==> src/rtl/fighter_sprite_addr.sv <==
// Fighter sprite ROM address generator and animation sequencer.
// Maps the scan position to a mirrored or plain sprite address and steps through an animation strip.
module fighter_sprite_addr #(
  parameter int SPR_W      = 64,
  parameter int SPR_H      = 64,
  parameter int FRAMES     = 4,
  parameter int FRAME_HOLD = 6,
  parameter int ADDR_W     = 14,
  localparam int FI_W      = (FRAMES > 1) ? $clog2(FRAMES) : 1
) (
  input  logic              vga_clk,
  input  logic              Reset,
  input  logic              frame_start,
  input  logic              anim_en,
  input  logic              anim_loop,
  input  logic [9:0]        pos_x,
  input  logic [9:0]        pos_y,
  input  logic              flip,
  input  logic [9:0]        DrawX,
  input  logic [9:0]        DrawY,
  input  logic              blank,
  output logic [ADDR_W-1:0] rom_address,
  output logic              in_sprite,
  output logic [FI_W-1:0]   frame_idx,
  output logic              anim_done
);
  localparam int AW1  = ADDR_W + 1;
  localparam int HC_W = (FRAME_HOLD > 1) ? $clog2(FRAME_HOLD) : 1;
  localparam logic [10:0]     SPR_W11   = 11'(SPR_W);
  localparam logic [10:0]     SPR_H11   = 11'(SPR_H);
  localparam logic [FI_W-1:0] LAST_FI   = FI_W'(FRAMES - 1);
  localparam logic [HC_W-1:0] HOLD_LAST = HC_W'(FRAME_HOLD - 1);

  typedef enum logic [1:0] {IDLE, PLAY, DONE} state_t;

  state_t            state_q;
  logic [FI_W-1:0]   frame_idx_q;
  logic [HC_W-1:0]   hold_cnt_q;
  logic              anim_done_q;
  logic [9:0]        pos_x_s_q, pos_y_s_q;
  logic              flip_s_q;
  logic [ADDR_W-1:0] rom_address_q, rom_address_d;
  logic              hit_q, in_sprite_q;

  logic [10:0]       lx, ly, col;
  logic              hit;
  logic [AW1-1:0]    addr_full;

  // Bit 10 of the zero-extended difference is the borrow: scan is left of/above the box.
  always_comb begin
    lx  = {1'b0, DrawX} - {1'b0, pos_x_s_q};
    ly  = {1'b0, DrawY} - {1'b0, pos_y_s_q};
    hit = !lx[10] && !ly[10] && (lx < SPR_W11) && (ly < SPR_H11);
    col = flip_s_q ? (SPR_W11 - 11'd1 - lx) : lx;
    addr_full = AW1'(frame_idx_q) * AW1'(SPR_W * SPR_H)
              + AW1'(ly) * AW1'(SPR_W)
              + AW1'(col);
    rom_address_d = hit ? addr_full[ADDR_W-1:0] : '0;
  end

  // Shadow copies only move during blanking so a frame never tears.
  always_ff @(posedge vga_clk) begin
    if (Reset) begin
      pos_x_s_q <= '0;
      pos_y_s_q <= '0;
      flip_s_q  <= 1'b0;
    end else if (frame_start) begin
      pos_x_s_q <= pos_x;
      pos_y_s_q <= pos_y;
      flip_s_q  <= flip;
    end
  end

  always_ff @(posedge vga_clk) begin
    if (Reset) begin
      rom_address_q <= '0;
      hit_q         <= 1'b0;
      in_sprite_q   <= 1'b0;
    end else begin
      rom_address_q <= rom_address_d;
      hit_q         <= hit & blank;
      in_sprite_q   <= hit_q;
    end
  end

  always_ff @(posedge vga_clk) begin
    if (Reset) begin
      state_q     <= IDLE;
      frame_idx_q <= '0;
      hold_cnt_q  <= '0;
      anim_done_q <= 1'b0;
    end else if (frame_start) begin
      case (state_q)
        IDLE: begin
          frame_idx_q <= '0;
          hold_cnt_q  <= '0;
          anim_done_q <= 1'b0;
          if (anim_en) state_q <= PLAY;
        end
        PLAY: begin
          if (!anim_en) begin
            state_q     <= IDLE;
            frame_idx_q <= '0;
            hold_cnt_q  <= '0;
          end else if (hold_cnt_q == HOLD_LAST) begin
            hold_cnt_q <= '0;
            if (frame_idx_q < LAST_FI) begin
              frame_idx_q <= frame_idx_q + 1'b1;
            end else if (anim_loop) begin
              frame_idx_q <= '0;
            end else begin
              state_q     <= DONE;
              anim_done_q <= 1'b1;
            end
          end else begin
            hold_cnt_q <= hold_cnt_q + 1'b1;
          end
        end
        DONE: begin
          frame_idx_q <= LAST_FI;
          if (!anim_en) begin
            state_q     <= IDLE;
            frame_idx_q <= '0;
            hold_cnt_q  <= '0;
            anim_done_q <= 1'b0;
          end
        end
        default: begin
          state_q     <= IDLE;
          frame_idx_q <= '0;
          hold_cnt_q  <= '0;
          anim_done_q <= 1'b0;
        end
      endcase
    end
  end

  assign rom_address = rom_address_q;
  assign in_sprite   = in_sprite_q;
  assign frame_idx   = frame_idx_q;
  assign anim_done   = anim_done_q;
endmodule

==> config.mk <==
export PLATFORM = sky130hd
export DESIGN_NAME = fighter_sprite_addr
export DESIGN_NICKNAME = d
export VERILOG_FILES = /design/src/rtl/fighter_sprite_addr.sv
export SDC_FILE = /design/constraint.sdc
export NUM_CORES = 1
export LEC_CHECK = 0
export CORE_MARGIN = 2
export CORE_UTILIZATION = 45
export CTS_CLUSTER_SIZE = 12
export DETAILED_ROUTE_END_ITERATION = 16
export PLACE_DENSITY = 0.72
export SYNTH_ARGS = -nofsm -noshare
export SYNTH_HDL_FRONTEND = slang
export SYNTH_SLANG_ARGS = --single-unit
==> constraint.sdc <==
create_clock -name vga_clk -period 5.2 [get_ports vga_clk]
set_input_delay 0.78 -clock vga_clk [delete_from_list [all_inputs] [get_ports vga_clk]]
set_output_delay 0.78 -clock vga_clk [all_outputs]
set_load 0.005 [all_outputs]
==> impl_metrics.toml, run 1 <==
[layout]
nets = 502
stdcell_area_sq_um = 3900
drive_gt1_frac = 0.06872
fillers = 594
area_growth_syn_to_layout_pct = 25.69
diodes = 0

[detailed_routing]
antenna_left = 0
routed_wirelength_mm = 6.760
wl_per_cell_um = 13.47
drc = 0
vias = 2697
initialDrtViolationCount = 97
first_pass_iters = 4
vias_per_cell = 5.373

[sta]
setup_viol = 0
slew_violations = 0
worst_pin_slew_ps = 746.5
fin_tns_setup_ps = 0
hold_viol_final = 0
rsz0062_at_grt = "no"
relSlewSlack = 0.5008
clock_skew_ps = 9.668
fmax_mhz = 226.0
fin_crit_ps = 4425
finalCritPeriodShare = 0.8511

[synthesis]
ys_types = 50
synth-async-reset-ratio = 0
ys_warn_count = 0
yosysTopAreaCell = "dfxtp_1"
synth-seq-cells = 45
synth-seq-area-share = 0.2903
synthesis.nets = 440
yosysMostFrequentCell = "dfxtp_1"
synthTopCellsByCount = "45 x dfxtp_1, 37 x inv_1, 36 x nor2_1"
ys.flop_type = "dfxtp_1"
synth_top_area_frac = 0.2903
synth_area_sq_um = 3103
postSynthCellCount = 359
avgSynthCellArea_sq_um = 8.643
synthTopCellsByArea = "dfxtp_1 29%, ha_1 13%, mux2i_1 8.4%, inv_1 4.5%, nor2_1 4.4%"
synth_edf_count = 0

[global_routing]
grt-ovfl-total = 0
grt_pass1_vias = 2557
track_usage = 0.1859
grt_pass1_wl_mm = 11.37
antenna_found_initial = 0
grt_max_degree = 32

[clock_tree]
cts_resized = 0
htree_levels = 2
cts_hold_buf = 0
cts_sinks = 45
cts-root-buf = "clkbuf_8"
post_cts_buffers = 0
numCtsBuffers = 5
clockBufferDepth = 2
insertion_delay_ps = 310
cts_tree = "built"
cts.clk_slew.worst_paths_ps = 100

[placed_design]
dpl-instance-area_sq_um = 3810
port-buffer-count = 64
dpl.hpwl_mm = 5.162
place_congestion = 0.8814

[critical_path]
end_kind = "flip-flop"
crit_slowest_cell = "clkdlybuf4s50_1"
rr_worst_depth = 17
path_class = "input pin to flip-flop"
crit_path_start_kind = "input pin"
endpoint = "rom_address[13]"
path_cells = "clkdlybuf4s50_1 -> inv_1 -> ha_1 -> inv_1 -> fa_1 -> a21o_1 -> a221oi_1 -> buf_4 -> xnor2_1 -> inv_1 -> ha_1 -> mux2_2 -> ha_1 -> a21o_1 -> a211oi_1 -> o21bai_1 -> a41oi_1 -> xor2_1 -> nor3_1"
r2r_end = "rom_address[13]"
crit_arrival_ps = 4610
reg2reg_slack_ps = 1330
crit_required_ps = 5390
rr_startpoint = "pos_x_s_q[0]"
crit_fanout = 4
crit_path_max_incr_delay_ps = 400
startpoint = "DrawX[0]"

[floorplan]
die_x_um = 87.04
die_h_um = 87.04
io-pin-count = 65
fp-row-count = 30
core_area_sq_um = 6719
dieArea_sq_um = 7576
start_util = 0.4618

[power]
vdd_drop_max_mv = 0.1030
power_mw = 0.9494
power.density_nw_per_um2 = 243.4
cellLeakagePower_nw = 1.566

[min_path]
hold_path.class = "flip-flop to flip-flop"

[flow_run]
maxCapViolations = 0

[outcome]
status = "finished clean"
-- power breakdown --
| group | internal [mW] | total (mW) | switching, mW |
|---|---|---|---|
| sequential | 0.355 | 0.363 | 0.00786 |
| combinational | 0.173 | 0.358 | 0.185 |
| clock | 0.0956 | 0.228 | 0.132 |
-- worst min-delay path by stage --
stage	slack [ps]	end	from	depth (start not counted)
2_1_floorplan	410	in_sprite	hit_q	1
3_3_place_gp	430	in_sprite	hit_q	1
3_5_place_dp	430	in_sprite	hit_q	1
4_1_cts	460	in_sprite	hit_q	1
5_1_grt	470	in_sprite	hit_q	1
6_report	450	in_sprite	hit_q	1
-- placed cells by master, fill, tap and decap left out, types with 3 or more instances in the layout --
cell	n
ha_1	31
mux2i_1	26
nor3b_1	3
dfxtp_1	45
nor2_1	36
nor4_1	5
clkdlybuf4s50_1	64
nand3_1	4
buf_4	4
inv_1	37
xor2_1	7
or3_1	3
xnor2_1	15
clkbuf_8	5
o21a_1	4
a31oi_1	4
nand2_1	15
a21oi_1	22
a211oi_1	4
nor3_2	10
o21ai_0	13
nor2b_1	7
nor3_1	5
fa_1	3
o211ai_1	6
a21o_1	6
nand2b_1	5
-- logic make-up after synthesis --
kind of cell / share of synthesized area
xor+xnor: 0.06210
compound gates: 0.1577
mux: 0.09113
flops: 0.2903
fa+ha+maj: 0.1444
simple gates: 0.1891
buf+inv: 0.06532
-- worst max-delay path: cells and delay by family --
family	cells	cell delay, ps
AOI/OAI and AO/OA	6	1300
xor gates and xnor gates	2	300
adders and majority gates	4	1120
buffers and inverters	5	760
muxes	1	280
and+or+nand+nor	1	50
-- state kept, by name (all words and copies together), names as in the netlist --
name	cells
pos_x_s_q	10
anim_done	1
hit_q	1
in_sprite	1
flip_s_q	1
frame_idx	2
pos_y_s_q	10
rom_address	14
hold_cnt_q	3
state_q	2
-- area by class of cell --
| cell class | instances | area (sq um) | share of cell area |
|---|---|---|---|
| clock inverters | 3 | 21.27 | 0.005454 |
| well taps | 80 | 100.1 | 0.02567 |
| clock buffers | 5 | 68.82 | 0.01765 |
| multi-input cells | 264 | 1999 | 0.5127 |
| flip-flops and latches | 45 | 900.9 | 0.2310 |
| inverters | 37 | 138.9 | 0.03561 |
| repair buffers | 68 | 670.6 | 0.1720 |
-- stage by stage --
step           utilization  std cells  setup WS [ps]  hold WS (ps)
2_1_floorplan            -        359          994.7         413.8
3_3_place_gp        0.5670        494          585.6         431.0
3_5_place_dp        0.5670        494          506.3         426.9
4_1_cts             0.5804        502          808.0         456.7
5_1_grt             0.5804        502          566.4         472.2
6_report            0.5804        502          774.5         453.4
-- metal layers --
layer	share of wire	track usage
met1	0.48	0.2384
met2	0.47	0.3213
met5	0	0
met3	0.039	0.03223
met4	0.013	0.04830
(Power assumes the default switching activity.)
==> run 2, diff against run 1 <==
--- a/config.mk
+++ b/config.mk
@@ -7,8 +7,10 @@
 export LEC_CHECK = 0
 export CORE_MARGIN = 2
 export CORE_UTILIZATION = 45
+export CTS_CLUSTER_DIAMETER = 80
 export CTS_CLUSTER_SIZE = 12
 export DETAILED_ROUTE_END_ITERATION = 16
+export HOLD_SLACK_MARGIN = 0.06
 export PLACE_DENSITY = 0.72
 export SYNTH_ARGS = -nofsm -noshare
 export SYNTH_HDL_FRONTEND = slang
==> results of run 2 <==
Final layout, timing and power as in run 1 (identical DEF).
==> run 3, diff against run 2 <==
--- a/config.mk
+++ b/config.mk
@@ -7,11 +7,11 @@
 export LEC_CHECK = 0
 export CORE_MARGIN = 2
 export CORE_UTILIZATION = 45
-export CTS_CLUSTER_DIAMETER = 80
 export CTS_CLUSTER_SIZE = 12
 export DETAILED_ROUTE_END_ITERATION = 16
+export DONT_BUFFER_PORTS = 1
 export HOLD_SLACK_MARGIN = 0.06
-export PLACE_DENSITY = 0.72
+export SKIP_CTS_REPAIR_TIMING = 1
 export SYNTH_ARGS = -nofsm -noshare
 export SYNTH_HDL_FRONTEND = slang
 export SYNTH_SLANG_ARGS = --single-unit
==> run 3 against run 2 <==
Compared with the run above: cell count fell by 13%; utilization decreased by 9.2 points; critical path type unchanged; clock skew rose by 4.0 ps; total power up 4.1%; fmax is 4.2% higher; worst setup slack better by 180 ps; critical path depth decreased by 2; first-iteration DRC count is 13% higher.
==> impl_metrics.toml, run 3 (synthesized netlist as in run 1, its figures left out) <==
[detailed_routing]
antenna_left = 0
wl_per_cell_um = 15.09
top_layer = "met4"
routed_wirelength_mm = 6.564
wl_met3_um = 409
drt-met1-wl_mm = 3.017
wl_met2_mm = 3.066
first_pass_iters = 6
drc = 0
vias_per_cell = 5.554
initialDrtViolationCount = 110
vias = 2416

[sta]
relSlewSlack = 0.5677
fin_crit_ps = 4247
worst_pin_slew_ps = 648.5
clock_skew_ps = 13.62
setup_viol = 0
slew_violations = 0
finalCritPeriodShare = 0.8168
whs_ps = 449.8
fmax_mhz = 235.4
setup_ws_ps = 952.7
hold_viol_final = 0
fin_tns_setup_ps = 0
rsz0062_at_grt = "no"

[clock_tree]
cts.clk_slew.worst_paths_ps = 90
cts_sinks = 45
htree_levels = 2
cts_tree = "built"
insertion_delay_ps = 300
numCtsBuffers = 5
clockBufferDepth = 2
cts-root-buf = "clkbuf_8"

[placed_design]
placed_cells = 427
port-buffer-count = 0
dpl.hpwl_mm = 4.990
dpl-instance-area_sq_um = 3147
place_congestion = 0.8781
pre_cts_ws_ps = 699.1

[layout]
stdcell_area_sq_um = 3281
fin_cells = 435
postLayoutCoreUtil = 0.4883
final_common_cell = "dfxtp_1"
most-common-layout-cells = "45 x dfxtp_1, 37 x inv_1, 36 x nor2_1"
nets = 435
largest_register_ffs = 14
diodes = 0
drive_gt1_frac = 0.07324
area_growth_syn_to_layout_pct = 5.726

[floorplan]
fp-row-count = 30
die_x_um = 87.04
dieArea_sq_um = 7576
start_util = 0.4618
core_area_sq_um = 6719
io-pin-count = 65
die_h_um = 87.04

[global_routing]
track_usage = 0.1793
grt_pass1_wl_mm = 10.86
grt_pass1_vias = 2382
antenna_found_initial = 0
grt_max_degree = 32
grt-ovfl-total = 0

[critical_path]
r2r_end = "rom_address[13]"
rr_worst_depth = 16
rr_startpoint = "pos_x_s_q[0]"
path_class = "input pin to flip-flop"
crit_fanout = 4
end_kind = "flip-flop"
crit_required_ps = 5380
crit_path_start_kind = "input pin"
crit_arrival_ps = 4430
reg2reg_slack_ps = 1090

[power]
power.density_nw_per_um2 = 301.4
vdd_drop_max_mv = 0.1311
power_mw = 0.9887
cellLeakagePower_nw = 1.334

[min_path]
hold_path.class = "flip-flop to flip-flop"
hold_end = "in_sprite"
holdPathStages = 1
min_from = "hit_q"

[outcome]
status = "finished clean"

[flow_run]
maxCapViolations = 0
==> run 3: worst max-delay path by stage <==
stage / startpoint / endpoint / slack (ps)
2_1_floorplan: DrawX[0] / rom_address[13] / 990
3_3_place_gp: DrawX[0] / rom_address[13] / 800
3_5_place_dp: DrawX[0] / rom_address[13] / 700
4_1_cts: DrawX[0] / rom_address[13] / 990
5_1_grt: DrawX[0] / rom_address[13] / 680
6_report: DrawX[0] / rom_address[13] / 950
==> run 3: worst max-delay path, stage by stage <==
cell and delay, ps:
inv_1 40, ha_1 150, inv_1 50, fa_1 400, a21o_1 210, a221oi_1 590
xnor2_1 220, inv_1 70, ha_1 290, mux2_2 280, ha_1 270, a21o_1 190
a211oi_1 240, o21bai_1 140, a41oi_1 270, xor2_1 170, nor3_1 50
==> run 3: power breakdown <==
group / total (mW) / internal (mW) / switching, mW
clock: 0.315 / 0.191 / 0.124
sequential: 0.363 / 0.355 / 0.00799
combinational: 0.310 / 0.141 / 0.169
==> run 3: area by class of cell <==
type	instances	area, sq um
Clock buffer	5	68.82
Fill cell	674	3438
Sequential cell	45	900.9
Inverter	37	138.9
Timing Repair Buffer	1	7.507
Clock inverter	3	65.06
Multi-Input combinational cell	264	1999
Tap cell	80	100.1
==> run 3: layer usage <==
| layer | up-vias | global-route usage |
|---|---|---|
| li1 | 1246 | - |
| met3 | 4 | 0.04171 |
| met2 | 63 | 0.2922 |
| met1 | 1103 | 0.2353 |
| met4 | 0 | 0.05398 |
| met5 | - | 0 |
